--- config.mk ---
export PLATFORM = sky130hd
export DESIGN_NAME = ll_sc_monitor_flat
export DESIGN_NICKNAME = d
export VERILOG_FILES = /design/src/rtl/ll_sc_monitor_if.sv /design/src/rtl/ll_sc_monitor.sv /design/src/flat_wrapper.sv
export SDC_FILE = /design/constraint.sdc
export NUM_CORES = 1
export LEC_CHECK = 0
export ABC_AREA = 0
export CORE_MARGIN = 5
export CORE_UTILIZATION = 35
export CTS_CLUSTER_SIZE = 20
export DETAILED_ROUTE_END_ITERATION = 12
export GPL_ROUTABILITY_DRIVEN = 0
export PLACE_DENSITY = 0.78
export SETUP_SLACK_MARGIN = 0.05
export SYNTH_ARGS = -nofsm -noshare
export SYNTH_HDL_FRONTEND = slang
export SYNTH_SLANG_ARGS = --single-unit
--- constraint.sdc ---
create_clock -name CLK -period 1.7 [get_ports CLK]
set_input_delay 0.34 -clock CLK [delete_from_list [all_inputs] [get_ports CLK]]
set_output_delay 0.34 -clock CLK [all_outputs]
set_load 0.02 [all_outputs]
--- src/rtl/ll_sc_monitor_if.sv ---
// Datapath / dcache / snoop bundle seen by the LL/SC monitor.
// master: datapath+cache+bus side, slave: the monitor itself.
interface ll_sc_monitor_if #(
    parameter int ADDR_W = 32,
    parameter int WORD_W = 32
);
    logic              dmemREN;
    logic              dmemWEN;
    logic              datomic;
    logic [ADDR_W-1:0] dmemaddr;
    logic              cache_dhit;
    logic              snoop_valid;
    logic [ADDR_W-1:0] snoop_addr;
    logic              cache_wen;
    logic              cache_ren;
    logic              dhit_o;
    logic [WORD_W-1:0] sc_result;
    logic              link_valid;
    logic [ADDR_W-1:0] link_addr;

    modport master (
        output dmemREN, dmemWEN, datomic, dmemaddr,
        output cache_dhit, snoop_valid, snoop_addr,
        input  cache_wen, cache_ren, dhit_o, sc_result,
        input  link_valid, link_addr
    );

    modport slave (
        input  dmemREN, dmemWEN, datomic, dmemaddr,
        input  cache_dhit, snoop_valid, snoop_addr,
        output cache_wen, cache_ren, dhit_o, sc_result,
        output link_valid, link_addr
    );
endinterface

--- src/rtl/ll_sc_monitor.sv ---
// LL/SC link monitor between datapath memory port and dcache.
// Ports: CLK, RST (sync, active-high), bus (ll_sc_monitor_if.slave).
module ll_sc_monitor #(
    parameter int ADDR_W = 32,
    parameter int WORD_W = 32
) (
    input  logic           CLK,
    input  logic           RST,
    ll_sc_monitor_if.slave bus
);
    typedef enum logic [1:0] {
        IDLE,
        SC_WRITE,
        SC_FAIL
    } state_t;

    state_t state;
    logic   link_vld;
    logic [ADDR_W-1:0] link_a;

    function automatic logic word_eq(
        input logic [ADDR_W-1:0] a,
        input logic [ADDR_W-1:0] b
    );
        return a[ADDR_W-1:2] == b[ADDR_W-1:2];
    endfunction

    logic is_ll;
    logic is_sc;
    logic is_sw;
    logic snoop_hit;
    logic snoop_new;
    logic sc_ok;

    assign is_ll = bus.dmemREN & bus.datomic;
    assign is_sc = bus.dmemWEN & bus.datomic;
    assign is_sw = bus.dmemWEN & ~bus.datomic;
    assign snoop_hit = bus.snoop_valid & link_vld &
                       word_eq(bus.snoop_addr, link_a);
    // Snoop against the word an LL is linking right now.
    assign snoop_new = bus.snoop_valid &
                       word_eq(bus.snoop_addr, bus.dmemaddr);
    assign sc_ok = link_vld & word_eq(bus.dmemaddr, link_a) & ~snoop_hit;

    always_comb begin
        bus.cache_ren = 1'b0;
        bus.cache_wen = 1'b0;
        bus.dhit_o    = 1'b0;
        bus.sc_result = '0;
        unique case (state)
            IDLE: begin
                bus.cache_ren = bus.dmemREN;
                bus.cache_wen = is_sw;
                // SC is held off the cache until the decision cycle.
                bus.dhit_o    = bus.cache_dhit & ~is_sc;
            end
            SC_WRITE: begin
                bus.cache_wen = 1'b1;
                bus.dhit_o    = bus.cache_dhit;
                bus.sc_result = WORD_W'(bus.cache_dhit);
            end
            SC_FAIL: begin
                bus.dhit_o = 1'b1;
            end
            default: ;
        endcase
    end

    always_ff @(posedge CLK) begin
        if (RST) begin
            state    <= IDLE;
            link_vld <= 1'b0;
            link_a   <= '0;
        end else begin
            // Remote write to the linked word kills the link in any state.
            if (snoop_hit)
                link_vld <= 1'b0;
            unique case (state)
                IDLE: begin
                    if (is_sc) begin
                        state <= sc_ok ? SC_WRITE : SC_FAIL;
                    end else if (is_ll & bus.cache_dhit) begin
                        link_vld <= ~snoop_new;
                        link_a   <= {bus.dmemaddr[ADDR_W-1:2], 2'b00};
                    end else if (is_sw & bus.cache_dhit &
                                 word_eq(bus.dmemaddr, link_a)) begin
                        link_vld <= 1'b0;
                    end
                end
                SC_WRITE: begin
                    if (bus.cache_dhit) begin
                        state    <= IDLE;
                        link_vld <= 1'b0;
                    end
                end
                SC_FAIL: begin
                    state    <= IDLE;
                    link_vld <= 1'b0;
                end
                default: state <= IDLE;
            endcase
        end
    end

    assign bus.link_valid = link_vld;
    assign bus.link_addr  = link_a;
endmodule

--- src/flat_wrapper.sv ---
// flat-port wrapper written by rule: the top's interface ports become plain ports
module ll_sc_monitor_flat 
#(
    parameter int ADDR_W = 32,
    parameter int WORD_W = 32
)
  (CLK, RST, bus_dmemREN, bus_dmemWEN, bus_datomic, bus_dmemaddr, bus_cache_dhit, bus_snoop_valid, bus_snoop_addr, bus_cache_wen, bus_cache_ren, bus_dhit_o, bus_sc_result, bus_link_valid, bus_link_addr);
  ll_sc_monitor_if #(.ADDR_W(ADDR_W), .WORD_W(WORD_W)) bus_i ();
  input  logic CLK;
  input  logic RST;
  input wire logic [$bits(bus_i.dmemREN)-1:0] bus_dmemREN;
  input wire logic [$bits(bus_i.dmemWEN)-1:0] bus_dmemWEN;
  input wire logic [$bits(bus_i.datomic)-1:0] bus_datomic;
  input wire logic [$bits(bus_i.dmemaddr)-1:0] bus_dmemaddr;
  input wire logic [$bits(bus_i.cache_dhit)-1:0] bus_cache_dhit;
  input wire logic [$bits(bus_i.snoop_valid)-1:0] bus_snoop_valid;
  input wire logic [$bits(bus_i.snoop_addr)-1:0] bus_snoop_addr;
  output wire logic [$bits(bus_i.cache_wen)-1:0] bus_cache_wen;
  output wire logic [$bits(bus_i.cache_ren)-1:0] bus_cache_ren;
  output wire logic [$bits(bus_i.dhit_o)-1:0] bus_dhit_o;
  output wire logic [$bits(bus_i.sc_result)-1:0] bus_sc_result;
  output wire logic [$bits(bus_i.link_valid)-1:0] bus_link_valid;
  output wire logic [$bits(bus_i.link_addr)-1:0] bus_link_addr;
  assign bus_i.dmemREN = bus_dmemREN;
  assign bus_i.dmemWEN = bus_dmemWEN;
  assign bus_i.datomic = bus_datomic;
  assign bus_i.dmemaddr = bus_dmemaddr;
  assign bus_i.cache_dhit = bus_cache_dhit;
  assign bus_i.snoop_valid = bus_snoop_valid;
  assign bus_i.snoop_addr = bus_snoop_addr;
  assign bus_cache_wen = bus_i.cache_wen;
  assign bus_cache_ren = bus_i.cache_ren;
  assign bus_dhit_o = bus_i.dhit_o;
  assign bus_sc_result = bus_i.sc_result;
  assign bus_link_valid = bus_i.link_valid;
  assign bus_link_addr = bus_i.link_addr;
  ll_sc_monitor #(.ADDR_W(ADDR_W), .WORD_W(WORD_W)) u_core (.CLK(CLK), .RST(RST), .bus(bus_i));
endmodule
==> results of run 1 <==
cell type report:
| class | count | area share (%) |
|---|---|---|
| Multi-Input combinational cell | 267 | 41.6 |
| Timing Repair Buffer | 179 | 36.5 |
| Sequential cell | 33 | 16.5 |
| Tap cell | 96 | 2.79 |
| Clock buffer | 7 | 2.24 |
| Inverter | 2 | 0.175 |
| Clock inverter | 1 | 0.116 |
| Antenna cell | 1 | 0.0582 |
power breakdown:
| group | switching [mW] | leakage [nW] | internal (mW) |
|---|---|---|---|
| Sequential | 0.0190 | 0.279 | 0.775 |
| Clock | 0.307 | 0.0542 | 0.366 |
| Combinational | 0.353 | 1.62 | 0.350 |
cells by family after synthesis:
| group | after synthesis | synth area share, % |
|---|---|---|
| AND/OR/NAND/NOR | 108 | 20.6 |
| XOR/XNOR | 90 | 32.2 |
| buffers and inverters | 45 | 12.0 |
| AO/OA/AOI/OAI | 36 | 8.13 |
| flip-flops | 33 | 27.0 |
| other | 1 | 0.153 |
worst min-delay path by stage:
stage,start,to,slack [ps],cells past startpoint
detailed placement,u_core.bus.link_addr[11],u_core.bus.link_addr[11],480,2
floorplan,RST,u_core.bus.link_valid,420,1
CTS,bus_dmemaddr[11],u_core.bus.link_addr[11],510,3
global placement,u_core.bus.link_addr[11],u_core.bus.link_addr[11],470,2
global route,bus_dmemaddr[31],u_core.bus.link_addr[31],490,4
finish,bus_dmemaddr[5],u_core.bus.link_addr[5],470,4
per-stage QoR:
stage,TNS (ps),setup slack [ps],hold WS (ps),util [%]
2_1_floorplan,0,53.8,419,-
3_3_place_gp,-11570,-565,471,59.0
3_5_place_dp,-12200,-629,484,59.0
4_1_cts,-1770,-150,507,61.2
5_1_grt,-743,-244,489,63.3
6_report,-596,-205,472,63.3
sequential cells by signal (all words and copies together), names as in the netlist:
name,cells
u_core.bus.link_addr,30
u_core.bus.link_valid,1
u_core.state,2
critical path: cells and delay by family:
family	cells	cell delay, ps
xor+xnor	1	190
compound gates	2	430
buf+inv	2	450
simple gates	2	680
metal layers:
layer	up-vias	part of all wire, %	global-route usage (%)
li1	1329	-	-
met1	1296	36	23.2
met2	162	51	36.3
met3	52	8.2	4.34
met4	0	4.7	8.90
met5	-	0	0
cell usage in the layout, fill, tap and decap left out, drive strengths merged:
cell | synthesis | final
and2 | 1 | 1
nand4b | 1 | 1
nor3 | 2 | 2
and3 | 1 | 1
nand3 | 1 | 1
inv | 2 | 2
or4 | 1 | 1
clkdlybuf4s50 | 0 | 31
clkdlybuf4s15 | 0 | 1
a21oi | 31 | 31
xnor2 | 69 | 69
clkinv | 0 | 1
o21ai | 1 | 1
buf | 33 | 80
or2 | 1 | 1
nor4 | 7 | 7
o41ai | 1 | 1
diode | 0 | 1
or3 | 1 | 1
nand3b | 1 | 1
a221oi | 1 | 1
nand2 | 65 | 65
o211ai | 1 | 1
nand4 | 20 | 20
dlymetal6s2s | 0 | 11
o22ai | 1 | 1
dlygate4sd2 | 0 | 55
nor2 | 5 | 5
dfxtp | 33 | 33
xor2 | 21 | 21
clkbuf | 10 | 8
conb | 1 | 33
and2b | 1 | 1
timing repair:
| item | CTS | global route |
|---|---|---|
| pin swaps | 11 | 19 |
| setup endpoints to repair | 63 | 37 |
| buffers inserted | 2 | 4 |
| cloned | 0 | 1 |
| gates resized for setup | 83 | 28 |
==> impl_results.md, run 1 <==
* Clock root cell: clkbuf_8
* Worst EP arrival at 2080 ps
* Top-Level Pins at around 140
* FFs w/ async S/R, synth at 0%
* Total routed wirelength at 9470 um
* 1st-iter DRT viols at about 220
* Setup slack after layout at -205 ps
* Power Total at between 2 and 2.5 mW
* Hold Path Class: in -> reg
* YS warnings at 0
* Worst-path fanout max at 2
* Total track usage at 20.4%
* Post-detailed-route count of antenna-violating nets at 0
* Tcrit/Tclk final at 112%
* Dpl cells at 570
* Vias in the first global route at just under 3k
* Share of post-route cells with drive strength above 1 at 26.8%
* Leakage power at ~2.0 nW
* Initial antenna violation count at 1
* WL per Instance at 16.2 um
* GRT overflow at 0
* CP max-delay cell: or4_4
* CP cell instances: dlygate4sd2_1, xnor2_2, nand4_1, or4_4, o41ai_4, buf_4, a221oi_2
* Critical Path End: u_core.bus.link_valid
* Cell Rows at 30
* Vias per cell at 4.84
* Starting Density at between 30% and 40%
* CTS tree: built
* Tmin final at 1900 ps
* Reg-to-Reg End: u_core.bus.link_valid
* Final hold vios at 0
* Die Y at 93.6 um
* Non-Filler Instances at 586
* Cells on worst reg2reg path at 6
* CP Launch Point: bus_snoop_addr[8]
* DIE AREA at 8760 um^2
* Reg area at roughly 700 um^2
* Clk buf depth at 2
* Top-count cell post-synth: xnor2_1
* #FFs+latches synth at 33
* # H-tree levels at 2
* DRC at 0
* Pwr Density at 505 nW/um^2
* Largest net degree at the start of global routing at 32
* Largest area contributor in the netlist: dfxtp_1
* # setup viols final at 3
* Register area share after synthesis at between 20% and 30%
* TritonRoute pass-1 iters at 5
* Fmax at 525 MHz
* Critical path required time at ~1900 ps
* Max-Cap Viols at 0
* RSZ-0062 raised after global routing: true
* Synthesized instance count at 313
* Area grow syn2layout at 75.6%
* FF-to-FF Start: u_core.bus.link_addr[22]
* Final nets at 559
* Synth top area cells: dfxtp_1 (27%), xnor2_1 (25%), buf_4 (10%)
* Post-synth EDFFs at 0
* CTS buffer count at 5
* CTS Sinks at 33
* Synth Area per Inst at 7.82 um^2
* Chip width at 93.6 um
* I/O Buffers at 101
* Largest stage delay, worst path at 550 ps
* Reg2reg setup slack at -200 ps
* Post-DP HPWL at between 7000 and 8000 um
* Area share of the largest cell type after synthesis at 27.0%
* Synth Cell Area at 2450 um^2
* Critical path type: in -> reg
* Post-synth top flop: dfxtp_1
* Post-synth top cells: xnor2_1 (69), nand2_1 (65), buf_4 (33), dfxtp_1 (33), a21oi_1 (31)
* Status: complete, but fails checks
* Max VDD drop at approximately 0.00039 V
* Multi-input logic area at ~1800 um^2
* Slew Viols, Final at 0
* Worst Skew at roughly 3.6 ps
* Synth unique cells at 27
* Clock Latency Late Sink at 290 ps
* Fillcell total at around 570
* Clock transition at the registers of the reported paths at 70 ps
* Cts hold-fix bufs at 0
* CP startpoint kind: input port
* Core Region at just under 7000 um^2
* Crit path capture type: flip-flop
* Global-route wire length before repair at 13900 um
* Cell area after layout at 4300 um^2
* Via Count at 2839
* Failing checks: setup timing
* Placed cell areas at roughly 4000 um^2
Note: power is estimated with default switching activity, not from simulation.
==> run 2: changes to the inputs <==
- PLACE_DENSITY: 0.78 -> 0.87
==> impl_results.md, run 2 (synthesis results as in run 1) <==
* Vias in the first global route at 2914 (was 2889)
* Crit path capture type: flip-flop (unchanged)
* Largest stage delay, worst path at 470 ps (was 550 ps)
* # setup viols final at 3 (unchanged)
* Initial antenna violation count at 0 (was 1)
* Final nets at 559 (unchanged)
* Power Total at 2.14 mW (was 2.17 mW)
* DP Worst Slack at -641 ps (was -629 ps)
* Fillcell total at 593 (was 566)
* Reg2reg setup slack at -140 ps (was -200 ps)
* CTS tree: built (unchanged)
* Leading cell type in the layout, fill and taps excluded: buf_4 (unchanged)
* Worst-path fanout max at 3 (was 2)
* Worst Hold Launch: u_core.bus.link_addr[5] (was bus_dmemaddr[5])
* Via Count at 2754 (was 2839)
* Post-detailed-route count of antenna-violating nets at 0 (unchanged)
* Cells on worst reg2reg path at 6 (unchanged)
* DIE AREA at 8760 um^2 (unchanged)
* I/O Buffers at 101 (unchanged)
* CTS buffer count at 5 (unchanged)
* Number of diodes at 0 (was 1)
* Tcrit/Tclk final at 114% (was 112%)
* TritonRoute pass-1 iters at 4 (was 5)
* CP cell instances: clkdlybuf4s50_1, xor2_1, nor4_1, nand4_1, or2_1, and2b_1 (was dlygate4sd2_1, xnor2_2, nand4_1, or4_4, o41ai_4, buf_4, a221oi_2)
* Slew Viols, Final at 0 (unchanged)
* Global-route wire length before repair at 14600 um (was 13900 um)
* Worst Skew at 6.89 ps (was 3.63 ps)
* Commonest non-fill, non-tap cells in the layout: buf_4 (74), nand2_1 (64), xnor2_1 (61), dlygate4sd2_1 (48), clkdlybuf4s50_1 (44) (was buf_4 (71), nand2_1 (65), dlygate4sd2_1 (55), xnor2_1 (53), conb_1 (33))
* Family with the most delay on the worst path: simple AND/OR/NAND/NOR gates (unchanged)
* Starting Density at 36.0% (unchanged)
* Multi-input logic area at 1760 um^2 (was 1790 um^2)
* Net Sw Frac at 31.4% (was 31.3%)
* Worst hold slack at 500 ps (was 472 ps)
* Pwr Density at 503 nW/um^2 (was 505 nW/um^2)
* Clk buf depth at 2 (unchanged)
* Hold-critical path depth at 2 (was 4)
* 1st-iter DRT viols at 150 (was 224)
* WL per Instance at 16.1 um (was 16.2 um)
* # H-tree levels at 2 (unchanged)
* Leakage power at 1.85 nW (was 1.96 nW)
* Fmax at 516 MHz (was 525 MHz)
* Vias per cell at 4.71 (was 4.84)
* Pint at 1.47 mW (was 1.49 mW)
* Cell Rows at 30 (unchanged)
* Flop pwr share at 37.2% (was 36.6%)
* Setup slack after layout at -237 ps (was -205 ps)
* Total routed wirelength at 9410 um (was 9470 um)
* Die Y at 93.6 um (unchanged)
* GRT overflow at 0 (unchanged)
* Failing checks: setup timing (unchanged)
* DRC at 0 (unchanged)
* Status: complete, but fails checks (unchanged)
* Logic pwr share at 33.2% (was 32.4%)
* Worst EP arrival at 2120 ps (was 2080 ps)
* Clock Latency Late Sink at 290 ps (about the same)
* Critical path type: in -> reg (unchanged)
* Largest net degree at the start of global routing at 18 (was 32)
* Reg-to-Reg End: u_core.state[0] (was u_core.bus.link_valid)
* Max VDD drop at 0.000339 V (was 0.000387 V)
* FF-to-FF Start: u_core.bus.link_addr[23] (was u_core.bus.link_addr[22])
* Clock root cell: clkbuf_8 (unchanged)
* Chip width at 93.6 um (unchanged)
* Share of post-route cells with drive strength above 1 at 25.4% (was 26.8%)
* Clock transition at the registers of the reported paths at 70 ps (about the same)
* Total track usage at 21.6% (was 20.4%)
* Fin util at 62.6% (was 63.3%)
* Top-Level Pins at 139 (unchanged)
* Net Switching at 671 uW (was 679 uW)
* WP buf/inv at 1 (was 2)
* Hold Path Class: reg -> reg (was in -> reg)
* CP startpoint kind: input port (unchanged)
* Max FFs per register at 30 (unchanged)
* CP max-delay cell: clkdlybuf4s50_1 (was or4_4)
* RSZ-0062 raised after global routing: true (unchanged)
* Final hold vios at 0 (unchanged)
* Core Region at 6790 um^2 (unchanged)
* Post-DP HPWL at 7490 um (was 7450 um)
* Crit path depth at 6 (was 7)
* Hold endpoint: u_core.bus.link_addr[5] (unchanged)
* Max-Cap Viols at 0 (unchanged)
* Reg area at 711 um^2 (was 709 um^2)
* CTS Sinks at 33 (unchanged)
* Area grow syn2layout at 73.7% (was 75.6%)
* Total Neg Setup Slack at -546 ps (was -596 ps)
* Clock share of power at 29.6% (was 31.0%)
* Critical path required time at 1880 ps (was 1870 ps)
* Tmin final at 1940 ps (was 1900 ps)
[run 2: cell count changes in the layout (fill, tap and decap cells not counted), moves of 3 or more]
cell | previous run | this run
clkdlybuf4s50_1 | 31 | 44
xnor2_2 | 16 | 7
xnor2_1 | 53 | 61
dlygate4sd2_1 | 55 | 48
dlymetal6s2s_1 | 11 | 4
buf_4 | 71 | 74
buf_6 | 5 | 2
clkdlybuf4s15_1 | 0 | 3
[run 2: metrics by stage]
| stage | instances | area [um^2] |
|---|---|---|
| after floorplan | 345 | 2610 |
| final | 585 | 4250 |
| after CTS | 585 | 4200 |
| after detailed placement | 574 | 4030 |
| after global placement | 574 | 4030 |
| after global routing | 585 | 4250 |
[run 2: power by group through the flow]
| stage | clock network, mW | registers [mW] | logic, mW |
|---|---|---|---|
| final | 0.632 | 0.795 | 0.709 |
| after global routing | 0.676 | 0.797 | 0.754 |
| after CTS | 0.641 | 0.794 | 0.698 |
| after detailed placement | 0 | 0.810 | 0.701 |
| after global placement | 0 | 0.809 | 0.691 |
| after floorplan | 0 | 0.830 | 0.324 |
[run 2: tightest hold or removal path, stage by stage, from the launching register on]
cell and delay, ps:
dfxtp_4 360, nand2_1 50, a21oi_1 50
[run 2: worst max-delay path by stage]
| stage | from | endpoint |
|---|---|---|
| 2_1_floorplan | u_core.bus.link_addr[8] | u_core.state[0] |
| 3_3_place_gp | bus_snoop_addr[24] | u_core.state[0] |
| 3_5_place_dp | bus_snoop_addr[24] | u_core.state[0] |
| 4_1_cts | u_core.bus.link_addr[23] | u_core.state[1] |
| 5_1_grt | u_core.bus.link_addr[24] | u_core.state[0] |
| 6_report | bus_dmemaddr[19] | u_core.state[1] |
[run 2: layout make-up]
type	instances	share of cell area (%)
repair buffers	179	36.8
inverters	2	0.177
well taps	96	2.83
clock buffers	8	2.12
multi-input cells	267	41.4
flip-flops and latches	33	16.7
[run 2: what timing repair did]
action | 4_1_cts | 5_1_grt
cloned | 2 | 0
hold endpoints to repair | 0 | 0
resized for setup | 83 | 17
pin swaps | 17 | 8
buffers inserted | 1 | 0
endpoints found under the setup margin | 61 | 37
hold buffers | 0 | 0
[run 2: metal layers]
metal	up-vias	wire length (um)	global-route usage (%)
met5	-	0	0
met3	30	797	5.23
met4	0	366	9.63
met2	143	4680	37.6
met1	1262	3570	24.8
li1	1319	-	-
==> run 3: changes to the inputs <==
- CORE_ASPECT_RATIO: default -> 1.4
- CORE_MARGIN: 5 -> default
- CORE_UTILIZATION: 35 -> 39
- PLACE_DENSITY: 0.87 -> 0.92
- clock period: 1.7 -> 1.85 ns (I/O delays scaled with it)
==> impl_results.md, run 3 (synthesis results as in run 1) <==
* Final hold vios at 0 (unchanged)
* Max-Cap Viols at 0 (unchanged)
* Tmin final at 1860 ps
* Top-Level Pins at 139 (unchanged)
* Worst EP arrival at 2050 ps (was 2120 ps)
* Failing checks: setup timing (unchanged)
* Max VDD drop at 0.000541 V (was 0.000339 V)
* # H-tree levels at 2 (unchanged)
* Via Count at 2856 (was 2754)
* Tcrit/Tclk final at 101%
* Hold Path Class: in -> reg (was reg -> reg)
* Hold-critical path depth at 3 (was 2)
* CTS buffer count at 5 (unchanged)
* CTS Sinks at 33 (unchanged)
* Clock Latency Late Sink at 290 ps (about the same)
* I/O Buffers at 101 (unchanged)
* Commonest non-fill, non-tap cells in the layout: nand2_1 (65), xnor2_1 (54), clkdlybuf4s50_1 (54), buf_4 (51), conb_1 (33) (was buf_4 (74), nand2_1 (64), xnor2_1 (61), dlygate4sd2_1 (48), clkdlybuf4s50_1 (44))
* Chip width at 69.0 um (was 93.6 um)
* WL per Instance at 17.2 um (was 16.1 um)
* Fin util at 70.5% (was 62.6%)
* Core Region at 5950 um^2 (was 6790 um^2)
* Initial antenna violation count at 1 (was 0)
* Total Neg Setup Slack at -12.6 ps (was -546 ps)
* TritonRoute pass-1 iters at 4 (unchanged)
* Global-route wire length before repair at 13200 um (was 14600 um)
* Clock root cell: clkbuf_8 (unchanged)
* 1st-iter DRT viols at 136 (was 150)
* Reg2reg setup slack at -10 ps (was -140 ps)
* CTS tree: built (unchanged)
* Worst hold slack at 418 ps (was 500 ps)
* Clk buf depth at 2 (unchanged)
* Pwr Density at 462 nW/um^2 (was 503 nW/um^2)
* Vias per cell at 5.30 (was 4.71)
* Worst Hold Launch: bus_dmemaddr[11] (was u_core.bus.link_addr[5])
* Critical path required time at 2030 ps (was 1880 ps)
* Post-DP HPWL at 6610 um (was 7490 um)
* Post-detailed-route count of antenna-violating nets at 0 (unchanged)
* Total track usage at 27.7% (was 21.6%)
* Status: complete, but fails checks (unchanged)
* Fillcell total at 428 (was 593)
* DIE AREA at 6600 um^2 (was 8760 um^2)
* Total routed wirelength at 9300 um (was 9410 um)
* Share of post-route cells with drive strength above 1 at 24.1% (was 25.4%)
* # setup viols final at 1 (was 3)
* Vias in the first global route at 2754 (was 2914)
* Leakage power at 1.73 nW (was 1.85 nW)
* Die Y at 95.7 um (was 93.6 um)
* Leading cell type in the layout, fill and taps excluded: nand2_1 (was buf_4)
* RSZ-0062 raised after global routing: true (unchanged)
* Max FFs per register at 30 (unchanged)
* FF-to-FF Start: u_core.bus.link_addr[7] (was u_core.bus.link_addr[23])
* Worst-path fanout max at 3 (unchanged)
* DRC at 0 (unchanged)
* Largest net degree at the start of global routing at 32 (was 18)
* Cell Rows at 33 (was 30)
* Starting Density at 41.2% (was 36.0%)
* Crit path capture type: flip-flop (unchanged)
* Cell area after layout at 4190 um^2 (was 4250 um^2)
* Area grow syn2layout at 71.4% (was 73.7%)
* Critical path type: reg -> reg (was in -> reg)
* Final nets at 538 (was 559)
* Cells on worst reg2reg path at 8 (was 6)
* Clock transition at the registers of the reported paths at 70 ps (about the same)
* Reg-to-Reg End: u_core.state[1] (was u_core.state[0])
* Hold endpoint: u_core.bus.link_addr[11] (was u_core.bus.link_addr[5])
* GRT overflow at 0 (unchanged)
* Setup slack after layout at -12.6 ps (was -237 ps)
* Slew Viols, Final at 0 (unchanged)
* Fmax at 537 MHz
* CP startpoint kind: flip-flop (was input port)
* Worst Skew at 7.66 ps (was 6.89 ps)
* Placed cell areas at 3840 um^2 (was 4030 um^2)
[run 3: area by class of cell]
| class | count | area [um^2] | share of cell area [%] |
|---|---|---|---|
| multi-input cells | 267 | 1840 | 43.9 |
| repair buffers | 158 | 1470 | 35.1 |
| flip-flops and latches | 33 | 702 | 16.7 |
| well taps | 70 | 87.6 | 2.09 |
| clock buffers | 8 | 80.1 | 1.91 |
| inverters | 2 | 7.51 | 0.179 |
| diodes | 1 | 2.50 | 0.0597 |
[run 3: timing repair]
item                       in CTS  in global routing
hold buffers                    0                  0
setup endpoints to repair       8                 36
cloned                          0                  2
pin swaps                      20                 21
buffers inserted                3                  1
resized for setup              70                 31
[run 3: worst max-delay path, cell delays in order (launching register included)]
cell and delay (ps):
dfxtp_4 350, buf_4 150, xnor2_2 140, buf_4 140
nand4_1 90, nor3_2 230, nand4_1 170, or2_1 280
and2b_1 190
[run 3: report_power, final]
part           total, mW  switching [mW]  internal [mW]
registers          0.738          0.0219          0.717
clock network      0.537           0.270          0.267
logic              0.663           0.332          0.330
total               1.94           0.624           1.31
[run 3: how the worst max path moves through the flow]
stage / start / endpoint / slack [ps] / depth (start not counted)
3_3_place_gp: bus_snoop_addr[22] / u_core.state[0] / -450 / 8
6_report: u_core.bus.link_addr[7] / u_core.state[1] / -10 / 8
5_1_grt: u_core.bus.link_addr[28] / u_core.state[1] / -70 / 6
2_1_floorplan: u_core.bus.link_addr[5] / u_core.state[0] / 180 / 6
3_5_place_dp: bus_snoop_addr[4] / u_core.state[0] / -530 / 7
4_1_cts: u_core.bus.link_addr[5] / u_core.state[1] / 30 / 6
[run 3: per-layer routing]
layer	track usage (%)	share of wire [%]	vias to the layer above	wire, um
li1	-	-	1289	-
met1	27.3	34	1317	3140
met2	49.3	51	193	4730
met3	5.21	7.8	57	724
met4	20.4	7.6	0	711
met5	0	0	-	0
[run 3: per-stage QoR]
step	instances	power (mW)	worst slack, ps
2_1_floorplan	345	1.07	178
3_3_place_gp	525	1.36	-454
3_5_place_dp	525	1.38	-529
4_1_cts	535	1.91	35.0
5_1_grt	539	2.00	-67.4
6_report	539	1.94	-12.6
